File: config.mk
export PLATFORM = sky130hd
export DESIGN_NAME = instr_loader_flat
export DESIGN_NICKNAME = d
export VERILOG_FILES = /design/src/rtl/instr_loader_if.sv /design/src/rtl/instr_loader.sv /design/src/flat_wrapper.sv
export SDC_FILE = /design/constraint.sdc
export NUM_CORES = 1
export LEC_CHECK = 0
export BUFFER_PORTS_ARGS = -buffer_cell sky130_fd_sc_hd__buf_2
export CAP_MARGIN = 15
export CORE_ASPECT_RATIO = 0.5
export CORE_MARGIN = 1
export CORE_UTILIZATION = 57
export CTS_CLUSTER_DIAMETER = 200
export DETAILED_ROUTE_END_ITERATION = 7
export HOLD_SLACK_MARGIN = 0.08
export MAX_ROUTING_LAYER = met4
export PLACE_DENSITY = 0.91
export SYNTH_ARGS = -nofsm -noshare
export SYNTH_HDL_FRONTEND = slang
export SYNTH_SLANG_ARGS = --single-unit
File: constraint.sdc
create_clock -name clock -period 1.8 [get_ports clock]
set_input_delay 0.27 -clock clock [delete_from_list [all_inputs] [get_ports clock]]
set_output_delay 0.27 -clock clock [all_outputs]
set_load 0.02 [all_outputs]
File: src/rtl/instr_loader_if.sv
// Byte-stream input and instruction-memory write port of the program loader.
// The loader takes the slave view; the byte source / memory side takes the master view.
interface instr_loader_if #(
   parameter int ADDR_WIDTH = 9
) ();
   logic                  in_valid;
   logic [7:0]            in_data;
   logic                  in_ready;
   logic                  mem_we;
   logic [ADDR_WIDTH-1:0] mem_addr;
   logic [15:0]           mem_wdata;

   modport slave (
      input  in_valid,
      input  in_data,
      output in_ready,
      output mem_we,
      output mem_addr,
      output mem_wdata
   );

   modport master (
      output in_valid,
      output in_data,
      input  in_ready,
      input  mem_we,
      input  mem_addr,
      input  mem_wdata
   );
endinterface

File: src/rtl/instr_loader.sv
// Length-prefixed byte-stream loader that fills instruction memory with big-endian
// 16-bit words from address 0 and holds the CPU stopped until the image is complete.
//
// state     | meaning
// ----------+---------------------------------------------------------------
// S_LEN_HI  | waiting for length high byte
// S_LEN_LO  | waiting for length low byte; decides empty / oversized / load
// S_WORD_HI | waiting for high byte of the next word
// S_WORD_LO | waiting for low byte; acceptance issues the memory write
// S_DONE    | image complete, cpu_run follows one edge later
// S_ERROR   | header length exceeded DEPTH; nothing is written
module instr_loader #(
   parameter int ADDR_WIDTH = 9,
   parameter int DEPTH      = 512
) (
   input  logic                  clock,
   input  logic                  reset_n,
   input  logic                  restart,
   instr_loader_if.slave         bus,
   output logic [ADDR_WIDTH:0]   load_count,
   output logic                  cpu_run,
   output logic                  error
);

   typedef enum logic [2:0] {
      S_LEN_HI,
      S_LEN_LO,
      S_WORD_HI,
      S_WORD_LO,
      S_DONE,
      S_ERROR
   } state_t;

   localparam logic [ADDR_WIDTH:0]   CNT_ONE  = 1;
   localparam logic [ADDR_WIDTH-1:0] ADDR_ONE = 1;
   localparam logic [15:0]           DEPTH_16 = 16'(DEPTH);

   state_t                state_q, state_d;
   logic [7:0]            len_hi_q, len_hi_d;
   logic [7:0]            word_hi_q, word_hi_d;
   logic [ADDR_WIDTH:0]   words_left_q, words_left_d;
   logic [ADDR_WIDTH-1:0] idx_q, idx_d;
   logic                  mem_we_q, mem_we_d;
   logic [ADDR_WIDTH-1:0] mem_addr_q, mem_addr_d;
   logic [15:0]           mem_wdata_q, mem_wdata_d;
   logic [ADDR_WIDTH:0]   load_count_q, load_count_d;
   logic                  cpu_run_q, cpu_run_d;
   logic                  error_q, error_d;

   logic                  in_ready_c;
   logic                  accept;
   logic [15:0]           len_full;
   logic                  last_word;

   assign len_full  = {len_hi_q, bus.in_data};
   assign last_word = (words_left_q == CNT_ONE);

   always_ff @(posedge clock or negedge reset_n) begin
      if (!reset_n) begin
         state_q      <= S_LEN_HI;
         len_hi_q     <= '0;
         word_hi_q    <= '0;
         words_left_q <= '0;
         idx_q        <= '0;
         mem_we_q     <= 1'b0;
         mem_addr_q   <= '0;
         mem_wdata_q  <= '0;
         load_count_q <= '0;
         cpu_run_q    <= 1'b0;
         error_q      <= 1'b0;
      end else begin
         state_q      <= state_d;
         len_hi_q     <= len_hi_d;
         word_hi_q    <= word_hi_d;
         words_left_q <= words_left_d;
         idx_q        <= idx_d;
         mem_we_q     <= mem_we_d;
         mem_addr_q   <= mem_addr_d;
         mem_wdata_q  <= mem_wdata_d;
         load_count_q <= load_count_d;
         cpu_run_q    <= cpu_run_d;
         error_q      <= error_d;
      end
   end

   always_comb begin
      state_d = state_q;
      if (restart) begin
         state_d = S_LEN_HI;
      end else begin
         case (state_q)
            S_LEN_HI:  if (accept) state_d = S_LEN_LO;
            S_LEN_LO: begin
               if (accept) begin
                  if (len_full == 16'd0)       state_d = S_DONE;
                  else if (len_full > DEPTH_16) state_d = S_ERROR;
                  else                          state_d = S_WORD_HI;
               end
            end
            S_WORD_HI: if (accept) state_d = S_WORD_LO;
            S_WORD_LO: if (accept) state_d = last_word ? S_DONE : S_WORD_HI;
            S_DONE:    state_d = S_DONE;
            S_ERROR:   state_d = S_ERROR;
            default:   state_d = S_LEN_HI;
         endcase
      end
   end

   always_comb begin
      in_ready_c   = 1'b0;
      len_hi_d     = len_hi_q;
      word_hi_d    = word_hi_q;
      words_left_d = words_left_q;
      idx_d        = idx_q;
      mem_we_d     = 1'b0;
      mem_addr_d   = mem_addr_q;
      mem_wdata_d  = mem_wdata_q;
      load_count_d = load_count_q;

      case (state_q)
         S_LEN_HI, S_LEN_LO, S_WORD_HI, S_WORD_LO: in_ready_c = !restart;
         default:                                  in_ready_c = 1'b0;
      endcase
      accept = bus.in_valid && in_ready_c;

      // status flags trail the state by one edge and drop on the restart edge
      cpu_run_d = (state_q == S_DONE)  && !restart;
      error_d   = (state_q == S_ERROR) && !restart;

      if (restart) load_count_d = '0;

      if (accept) begin
         case (state_q)
            S_LEN_HI:  len_hi_d = bus.in_data;
            S_LEN_LO: begin
               words_left_d = len_full[ADDR_WIDTH:0];
               idx_d        = '0;
               load_count_d = '0;
            end
            S_WORD_HI: word_hi_d = bus.in_data;
            S_WORD_LO: begin
               mem_we_d     = 1'b1;
               mem_addr_d   = idx_q;
               mem_wdata_d  = {word_hi_q, bus.in_data};
               idx_d        = idx_q + ADDR_ONE;
               words_left_d = words_left_q - CNT_ONE;
               load_count_d = load_count_q + CNT_ONE;
            end
            default: ;
         endcase
      end
   end

   assign bus.in_ready  = in_ready_c;
   assign bus.mem_we    = mem_we_q;
   assign bus.mem_addr  = mem_addr_q;
   assign bus.mem_wdata = mem_wdata_q;
   assign load_count    = load_count_q;
   assign cpu_run       = cpu_run_q;
   assign error         = error_q;

endmodule

File: src/flat_wrapper.sv
// flat-port wrapper written by rule: the top's interface ports become plain ports
module instr_loader_flat 
#(
   parameter int ADDR_WIDTH = 9,
   parameter int DEPTH      = 512
)
  (clock, reset_n, restart, load_count, cpu_run, error, bus_in_valid, bus_in_data, bus_in_ready, bus_mem_we, bus_mem_addr, bus_mem_wdata);
  instr_loader_if #(.ADDR_WIDTH(ADDR_WIDTH)) bus_i ();
  input  logic clock;
  input  logic reset_n;
  input  logic restart;
  output logic [ADDR_WIDTH:0] load_count;
  output logic cpu_run;
  output logic error;
  input wire logic [$bits(bus_i.in_valid)-1:0] bus_in_valid;
  input wire logic [$bits(bus_i.in_data)-1:0] bus_in_data;
  output wire logic [$bits(bus_i.in_ready)-1:0] bus_in_ready;
  output wire logic [$bits(bus_i.mem_we)-1:0] bus_mem_we;
  output wire logic [$bits(bus_i.mem_addr)-1:0] bus_mem_addr;
  output wire logic [$bits(bus_i.mem_wdata)-1:0] bus_mem_wdata;
  assign bus_i.in_valid = bus_in_valid;
  assign bus_i.in_data = bus_in_data;
  assign bus_in_ready = bus_i.in_ready;
  assign bus_mem_we = bus_i.mem_we;
  assign bus_mem_addr = bus_i.mem_addr;
  assign bus_mem_wdata = bus_i.mem_wdata;
  instr_loader #(.ADDR_WIDTH(ADDR_WIDTH), .DEPTH(DEPTH)) u_core (.clock(clock), .reset_n(reset_n), .restart(restart), .bus(bus_i), .load_count(load_count), .cpu_run(cpu_run), .error(error));
endmodule
==> results of run 1 <==
[synth_stat cells (all sizes together) (6+ instances only)]
cell type	n
nor3	6
nand2	98
buf	12
o21ai	30
nor2	17
dfrtp	76
mux2	15
and3	7
nor4	7
nand4	7
inv	8
a21oi	12
nand3	12
[final cells by class]
type | instances | area, um2
inverters | 8 | 30.03
multi-input cells | 265 | 1493
clock inverters | 6 | 111.4
clock buffers | 10 | 239.0
repair buffers | 73 | 456.7
flip-flops and latches | 76 | 1902
fillers | 306 | 1359
well taps | 73 | 91.34
[timing repair]
| item | in CTS | in global routing |
|---|---|---|
| buffers inserted | 0 | 1 |
| endpoints found under the hold margin | 43 | 0 |
| endpoints found under the setup margin | 0 | 13 |
| hold buffers | 1 | 0 |
| gates resized for setup | 0 | 6 |
[where the power goes]
group | switching [uW] | internal, uW
Clock | 743 | 1390
Combinational | 549 | 431
Sequential | 314 | 1960
Total | 1600 | 3780
[layout by cell type, fill, tap and decap left out, types with 9 or more instances in the layout]
cell	count
o21ai_0	29
nor2_1	17
buf_4	20
dfrtp_1	76
mux2_2	15
nand3_1	11
a21oi_1	12
buf_2	49
clkbuf_16	9
nand2_1	97
[registers in the layout (all words and copies together) (netlist names)]
name                  count
u_core.load_count        10
u_core.bus.mem_wdata     16
u_core.word_hi_q          8
u_core.bus.mem_we         1
u_core.cpu_run            1
u_core.state_q            3
u_core.len_hi_q           8
u_core.error              1
u_core.words_left_q      10
u_core.bus.mem_addr       9
u_core.idx_q              9
[per-layer routing]
layer	GRT usage (%)	share of wire (%)
met3	9.564	11
met5	-	0
met2	50.71	43
met4	24.38	7.4
met1	42.69	38
[how the worst max path moves through the flow]
stage                                 from                      end  slack (ns)  cells past startpoint
CTS                 u_core.words_left_q[2]   u_core.words_left_q[9]        0.03                      4
floorplan           u_core.words_left_q[2]   u_core.words_left_q[7]        0.27                      4
detailed placement          bus_in_data[5]        u_core.state_q[0]        0.12                      5
global placement            bus_in_data[5]        u_core.state_q[0]        0.18                      5
finish                   u_core.state_q[2]  u_core.bus.mem_wdata[0]       0.006                      5
global route             u_core.state_q[2]  u_core.bus.mem_wdata[0]       -0.07                      5
[cells by family after synthesis]
kind of cell,after synthesis,synth area share [%]
and+or+nand+nor,176,23.56
DFF,76,54.50
AOI/OAI and AO/OA,65,11.22
buffers and inverters,25,3.155
muxes,16,5.127
xor gates and xnor gates,4,1.004
adders and majority gates,4,1.434
[through the flow]
step                worst slack, ns  hold WS (ns)  cell area [um2]
floorplan                    0.2732      -0.02559             3490
global placement             0.1767        0.3067             3936
detailed placement           0.1167        0.3080             3936
CTS                         0.03406        0.2101             4297
global route               -0.07082        0.2310             4323
finish                     0.006140        0.2139             4323
[critical path: stages (launching register included)]
cell and delay, ns:
dfrtp_1 0.48, and4bb_2 0.35, nand2_1 0.09, buf_4 0.20, buf_4 0.21, o21ai_0 0.32
==> flow_metrics.tcl, run 1 <==
set metrics [dict create \
    fp.coreArea_um2 5682 \
    pin_count 51 \
    insertedDiodeCount 0 \
    syn-num-nets 382 \
    max_cap_viol_count 0 \
    end_kind "flop" \
    cts_buffer_depth 2 \
    cts_tree "built" \
    synth_ff_type "dfrtp_1" \
    syn_inst 366 \
    post_drt_wl_per_cell_um 20.05 \
    min_path_cells 3 \
    setup_viol 0 \
    criticalPathCategory "flop to flop" \
    ys_ff_latch 76 \
    cts_sinks 76 \
    synth_warnings 0 \
    wl_um 10250 \
    die_height_um 57.33 \
    viasPerCell 6.387 \
    dr.pass1.iters 5 \
    power.leakage_uw 0.002199 \
    reg2reg_depth 5 \
    hold_path_class "input port to flop" \
    clockRootBuffer "clkbuf_16" \
    synth.avg_cell_area_um2 9.534 \
    grt_max_degree 46 \
    syn_area_um2 3490 \
    r2r_slack_ns 0.006 \
    post-route-min-period_ns 1.794 \
    hold_viol_final 0 \
    die_w_um 112.7 \
    yosysTopAreaCell "dfrtp_1" \
    clk-insertion-delay-late_ns 0.35 \
    totalPowerFinal_uw 5387 \
    powerDensity_nw_per_um2 1246 \
    grtUsageTotal_pct 34.76 \
    cts_buffers 9 \
    worstPathArrival_ns 2.01 \
    synth_top_cell_area_share_pct 54.50 \
    first_iter_violations 448 \
    finalCritPeriodShare_pct 99.66 \
    dpl.hpwl_um 5690 \
    drcViolationCount 0 \
    portBuffers 50 \
    r2r_end "u_core.bus.mem_wdata[0]" \
    hold_end "u_core.bus.mem_wdata[7]" \
    clk_pin_slew_ns 0.06 \
    synth_area_leaders "dfrtp_1, nand2_1, mux2_2, o21ai_0, nor2_1" \
    final_cells 511 \
    fin_worst_skew_ns 0.008459 \
    r2r-start "u_core.state_q[2]" \
    ir_worst_vdd_v 0.0006815 \
    hp-start "bus_in_data[7]" \
    finalMaxSlewViolations 0 \
    synth_edf_count 0 \
    die_area_um2 6458 \
    nets 449 \
    fin_tns_setup_ns 0 \
    fp-row-count 19 \
    grt_pass1_vias 3131 \
    initial_core_util_pct 61.42 \
    gp_congestion 0.9123 \
    overflow 0 \
    ys_seq_area_share_pct 54.50 \
    required_ns 2.02 \
    syn2layout_area_growth_pct 23.88 \
    start_kind "flop" \
    htreeDepth 3 \
    final_core_util_pct 76.08 \
    relSlewSlack_pct 60.56 \
    dpl.cell_count 493 \
    critical_path.max_fanout 16 \
    async_reset_ff_share_pct 100.0 \
    worst_slew_pin_slew_ns 0.5916 \
    status "finished clean" \
    yosys.cell_types.count 48 \
    antenna_found_initial 0 \
    antenna_left 0 \
    num_vias 3264 \
    drive_gt1_share_pct 25.11 \
    grt_pass1_wl_um 16010 \
    max_freq_mhz 557.5 \
]
Power figures use the tool's default switching activity.
==> run 2, diff against run 1 <==
Settings changed: CORE_UTILIZATION 57 to 40, PLACE_DENSITY 0.91 to 0.7.
==> flow_metrics.tcl, run 2 (synthesized netlist as in run 1, its figures left out) <==
set metrics [dict create \
    status "finished clean" \
    cts_buffer_depth 2 \
    fin_tns_setup_ns 0 \
    worstPathArrival_ns 1.96 \
    fin_area_um2 4264 \
    critPathSlowestCell "dfrtp_1" \
    max_freq_mhz 586.4 \
    clk-insertion-delay-late_ns 0.34 \
    net-switching-power_uw 1411 \
    start_kind "flop" \
    final_common_cell "nand2_1" \
    crit_buf_inv 0 \
    htreeDepth 3 \
    cpPeakStageDelay_ns 0.56 \
    drcViolationCount 0 \
    powerDensity_nw_per_um2 1111 \
    die_height_um 68.05 \
    drive_gt1_share_pct 23.73 \
    swShare_pct 29.79 \
    grt_pass1_vias 2707 \
    end_kind "flop" \
    p_int_uw 3325 \
    clockRootBuffer "clkbuf_16" \
    finalCritPeriodShare_pct 94.74 \
    pwr-share-seq_pct 46.9 \
    relSlewSlack_pct 63.18 \
    hold_path_class "input port to flop" \
    detailed_place.area_um2 3975 \
    cts_sinks 76 \
    pin_count 51 \
    fp.coreArea_um2 8230 \
    syn2layout_area_growth_pct 22.19 \
    nets 445 \
    rsz0062_at_grt "false" \
    criticalPathCategory "flop to flop" \
    overflow 0 \
    viasPerCell 5.269 \
    totalPowerFinal_uw 4736 \
    num_vias 2877 \
    worst_slew_pin_slew_ns 0.5473 \
    path_delay_family "simple AND/OR/NAND/NOR gates" \
    die_w_um 134.1 \
    antenna_found_initial 0 \
    clk_pin_slew_ns 0.06 \
    grt_max_degree 77 \
    dr.pass1.iters 4 \
    post-route-min-period_ns 1.705 \
    die_area_um2 9124 \
    ir_worst_vdd_v 0.0005207 \
    critical_path.max_fanout 11 \
    finalMaxSlewViolations 0 \
    final_cell_mix "nand2_1, dfrtp_1, buf_2, o21ai_0, nor2_1" \
    p_clk_share_pct 35.4 \
    hold_viol_final 0 \
    power.leakage_uw 0.002131 \
    gp_congestion 0.8471 \
    fp-row-count 23 \
    combPwrFrac_pct 17.7 \
    portBuffers 50 \
    grtUsageTotal_pct 19.98 \
    fin_worst_skew_ns 0.008609 \
    required_ns 2.05 \
    antenna_left 0 \
    holdWs_ns 0.2064 \
    first_iter_violations 208 \
    cts_post_setup_buffers_inserted 0 \
    cts_buffers 9 \
    post_drt_wl_per_cell_um 14.52 \
    insertedDiodeCount 0 \
    initial_core_util_pct 42.40 \
    largest_reg_flops 16 \
    wl_um 7930 \
    layout_setup_ws_ns 0.09472 \
    preCtsSetupSlack_ns 0.1260 \
    max_cap_viol_count 0 \
    setup_viol 0 \
    grt_pass1_wl_um 13450 \
    cts_tree "built" \
    path_cells "nand2_2 > or4b_1 > or3_1 > a31oi_1" \
    dpl.hpwl_um 5296 \
]
==> run 2: final timing paths <==
path | depth (start not counted) | to | from | slack, ns
max | 4 | u_core.state_q[1] | u_core.state_q[0] | 0.09
min in group asynchronous | 3 | u_core.bus.mem_wdata[15] | reset_n | 0.50
min | 3 | u_core.bus.mem_wdata[2] | bus_in_data[2] | 0.21
max reg2reg | 4 | u_core.state_q[1] | u_core.state_q[0] | 0.09
max in group asynchronous | 3 | u_core.state_q[1] | reset_n | 0.96
min reg2reg | 2 | u_core.bus.mem_addr[0] | u_core.bus.mem_addr[0] | 0.47
==> run 2: worst reg2reg max path, cell delays in order (launching register included) <==
cell,delay [ns]
dfrtp_1,0.56
nand2_2,0.08
or4b_1,0.50
or3_1,0.31
a31oi_1,0.17
==> run 2: area by class of cell <==
| type | count | area (um2) |
|---|---|---|
| fillers | 754 | 3966 |
| flip-flops and latches | 76 | 1903 |
| multi-input cells | 265 | 1478 |
| repair buffers | 69 | 435.4 |
| clock buffers | 10 | 229.0 |
| well taps | 112 | 140.1 |
| clock inverters | 6 | 48.80 |
| inverters | 8 | 30.03 |
==> run 2: power by group through the flow <==
stage               Clock (uW)  Combinational, uW  Sequential [uW]
floorplan                    0                582             2170
global placement             0                814             2230
detailed placement           0                834             2240
CTS                       1700                841             2210
global route              1790                940             2260
finish                    1680                840             2220
==> run 2: per-layer routing <==
layer / global-route usage [%] / vias up / part of all wire [%]
li1: - / 1405 / -
met1: 26.41 / 1398 / 50
met2: 30.38 / 67 / 45
met3: 4.741 / 7 / 4.4
met4: 7.163 / 0 / 0.66
met5: - / - / 0
==> run 2: stage by stage <==
step                      instances  util [%]
after floorplan                 366         -
after global placement          529     48.30
after detailed placement        529     48.30
after CTS                       546     51.79
after global routing            546     51.81
final                           546     51.81
==> run 2: timing repair <==
action,CTS,global route
endpoints found under the setup margin,0,2
hold endpoints to repair,76,0
hold buffers,1,0
gates resized for setup,0,1
==> run 3, diff against run 2 <==
==> constraint.sdc (replaced) <==
create_clock -name clock -period 1.8 [get_ports clock]
set_input_delay 0.18 -clock clock [delete_from_list [all_inputs] [get_ports clock]]
set_output_delay 0.18 -clock clock [all_outputs]
set_load 0.02 [all_outputs]
==> flow_metrics.tcl, run 3 (synthesized netlist as in run 1, its figures left out) <==
set metrics [dict create \
    portBuffers 50 \
    detailed_place.area_um2 3970 \
    r2r_end "u_core.words_left_q[7]" \
    antenna_found_initial 0 \
    gp_congestion 0.8442 \
    start_kind "flop" \
    critPathSlowestCell "or4_1" \
    htreeDepth 3 \
    viasPerCell 5.221 \
    fin_area_um2 4277 \
    combPwrFrac_pct 16.8 \
    final_cell_mix "nand2_1, dfrtp_1, buf_2, o21ai_0, buf_4" \
    cts_sinks 76 \
    drcViolationCount 0 \
    max_cap_viol_count 0 \
    post_drt_wl_per_cell_um 14.46 \
    swShare_pct 29.35 \
    nets 446 \
    post-route-min-period_ns 1.651 \
    holdWs_ns 0.1265 \
    worst_slew_pin_slew_ns 0.4833 \
    insertedDiodeCount 0 \
    finalCritPeriodShare_pct 91.69 \
    clk_pin_slew_ns 0.06 \
    pin_count 51 \
    antenna_left 0 \
    dpl.hpwl_um 5380 \
    ir_worst_vdd_v 0.0004887 \
    p_int_uw 3390 \
    drive_gt1_share_pct 24.14 \
    hold_viol_final 0 \
    fin_worst_skew_ns 0.009043 \
    clk-insertion-delay-late_ns 0.33 \
    clockRootBuffer "clkbuf_16" \
    pwr-share-seq_pct 46.5 \
    grt_pass1_vias 2754 \
    wl_um 7908 \
    fin_tns_setup_ns 0 \
    max_freq_mhz 605.9 \
    die_height_um 68.05 \
    required_ns 2.01 \
    net-switching-power_uw 1408 \
    overflow 0 \
    relSlewSlack_pct 67.48 \
    die_area_um2 9124 \
    r2r_slack_ns 0.15 \
    finalMaxSlewViolations 0 \
    hold_path_class "input port to flop" \
    p_clk_share_pct 36.6 \
    totalPowerFinal_uw 4798 \
    initial_core_util_pct 42.40 \
    setup_viol 0 \
    min_path_cells 3 \
    reg2reg_depth 4 \
    cpPeakStageDelay_ns 0.57 \
    cts_buffer_depth 2 \
    syn2layout_area_growth_pct 22.55 \
    powerDensity_nw_per_um2 1122 \
    final_common_cell "nand2_1" \
    worstPathArrival_ns 1.86 \
    fp.coreArea_um2 8230 \
    crit_buf_inv 0 \
    first_iter_violations 231 \
    grtUsageTotal_pct 20.07 \
    dr.pass1.iters 4 \
    grt_max_degree 38 \
    critical_path.max_fanout 6 \
    crit_path_start "u_core.words_left_q[2]" \
    end_kind "flop" \
    cts_post_setup_buffers_inserted 0 \
    cts_tree "built" \
    num_vias 2856 \
    grt_pass1_wl_um 13480 \
    largest_reg_flops 16 \
    rsz0062_at_grt "false" \
    path_cells "or4_1 > nor3_2 > mux2i_1 > a21oi_1" \
    criticalPathCategory "flop to flop" \
    die_w_um 134.1 \
    status "finished clean" \
    hold_end "u_core.bus.mem_wdata[1]" \
    final_core_util_pct 51.96 \
    hp-start "bus_in_data[1]" \
    fp-row-count 23 \
    cts_buffers 9 \
    path_delay_family "simple AND/OR/NAND/NOR gates" \
    power.leakage_uw 0.002149 \
    r2r-start "u_core.words_left_q[2]" \
]
## run 3: stage by stage
stage / worst slack (ns) / instances
final: 0.1495 / 547
after floorplan: 0.2732 / 366
after detailed placement: 0.1725 / 530
after global routing: 0.04938 / 547
after CTS: 0.1511 / 547
after global placement: 0.1979 / 530
## run 3: how the worst max path moves through the flow
stage / end / cells past startpoint
global route: u_core.words_left_q[8] / 6
floorplan: u_core.words_left_q[7] / 4
CTS: u_core.words_left_q[7] / 4
global placement: u_core.words_left_q[7] / 4
finish: u_core.words_left_q[7] / 4
detailed placement: u_core.state_q[1] / 4
## run 3: layout make-up
class / count / area (um2)
Fill cell: 758 / 3954
Sequential cell: 76 / 1903
Multi-Input combinational cell: 265 / 1478
Timing Repair Buffer: 70 / 430.4
Clock buffer: 11 / 252.7
Tap cell: 112 / 140.1
Clock inverter: 5 / 42.54
Inverter: 8 / 30.03
## run 3: repair_timing
| item | CTS | global route |
|---|---|---|
| setup endpoints to repair | 0 | 2 |
| hold endpoints to repair | 35 | 0 |
| hold buffers | 1 | 0 |
| resized for setup | 0 | 1 |
## run 3: tightest hold or removal path, delay by kind of cell
kind	cells	cell delay [ns]
AND/OR/NAND/NOR	2	0.11
buffers and inverters	1	0.14
## run 3: layer usage
metal  wire (um)  up-vias  GRT usage (%)
met5           0        -              -
met4          79        0          5.899
met3         492        9          6.296
met2        3460       70          30.89
met1        3876     1377          25.69
li1            -     1400              -
## run 3: power groups by stage
stage | clock [uW] | combinational, uW | sequential, uW
detailed placement | 0 | 806 | 2250
global route | 1870 | 911 | 2270
finish | 1760 | 807 | 2230
floorplan | 0 | 582 | 2170
CTS | 1780 | 814 | 2220
global placement | 0 | 784 | 2240
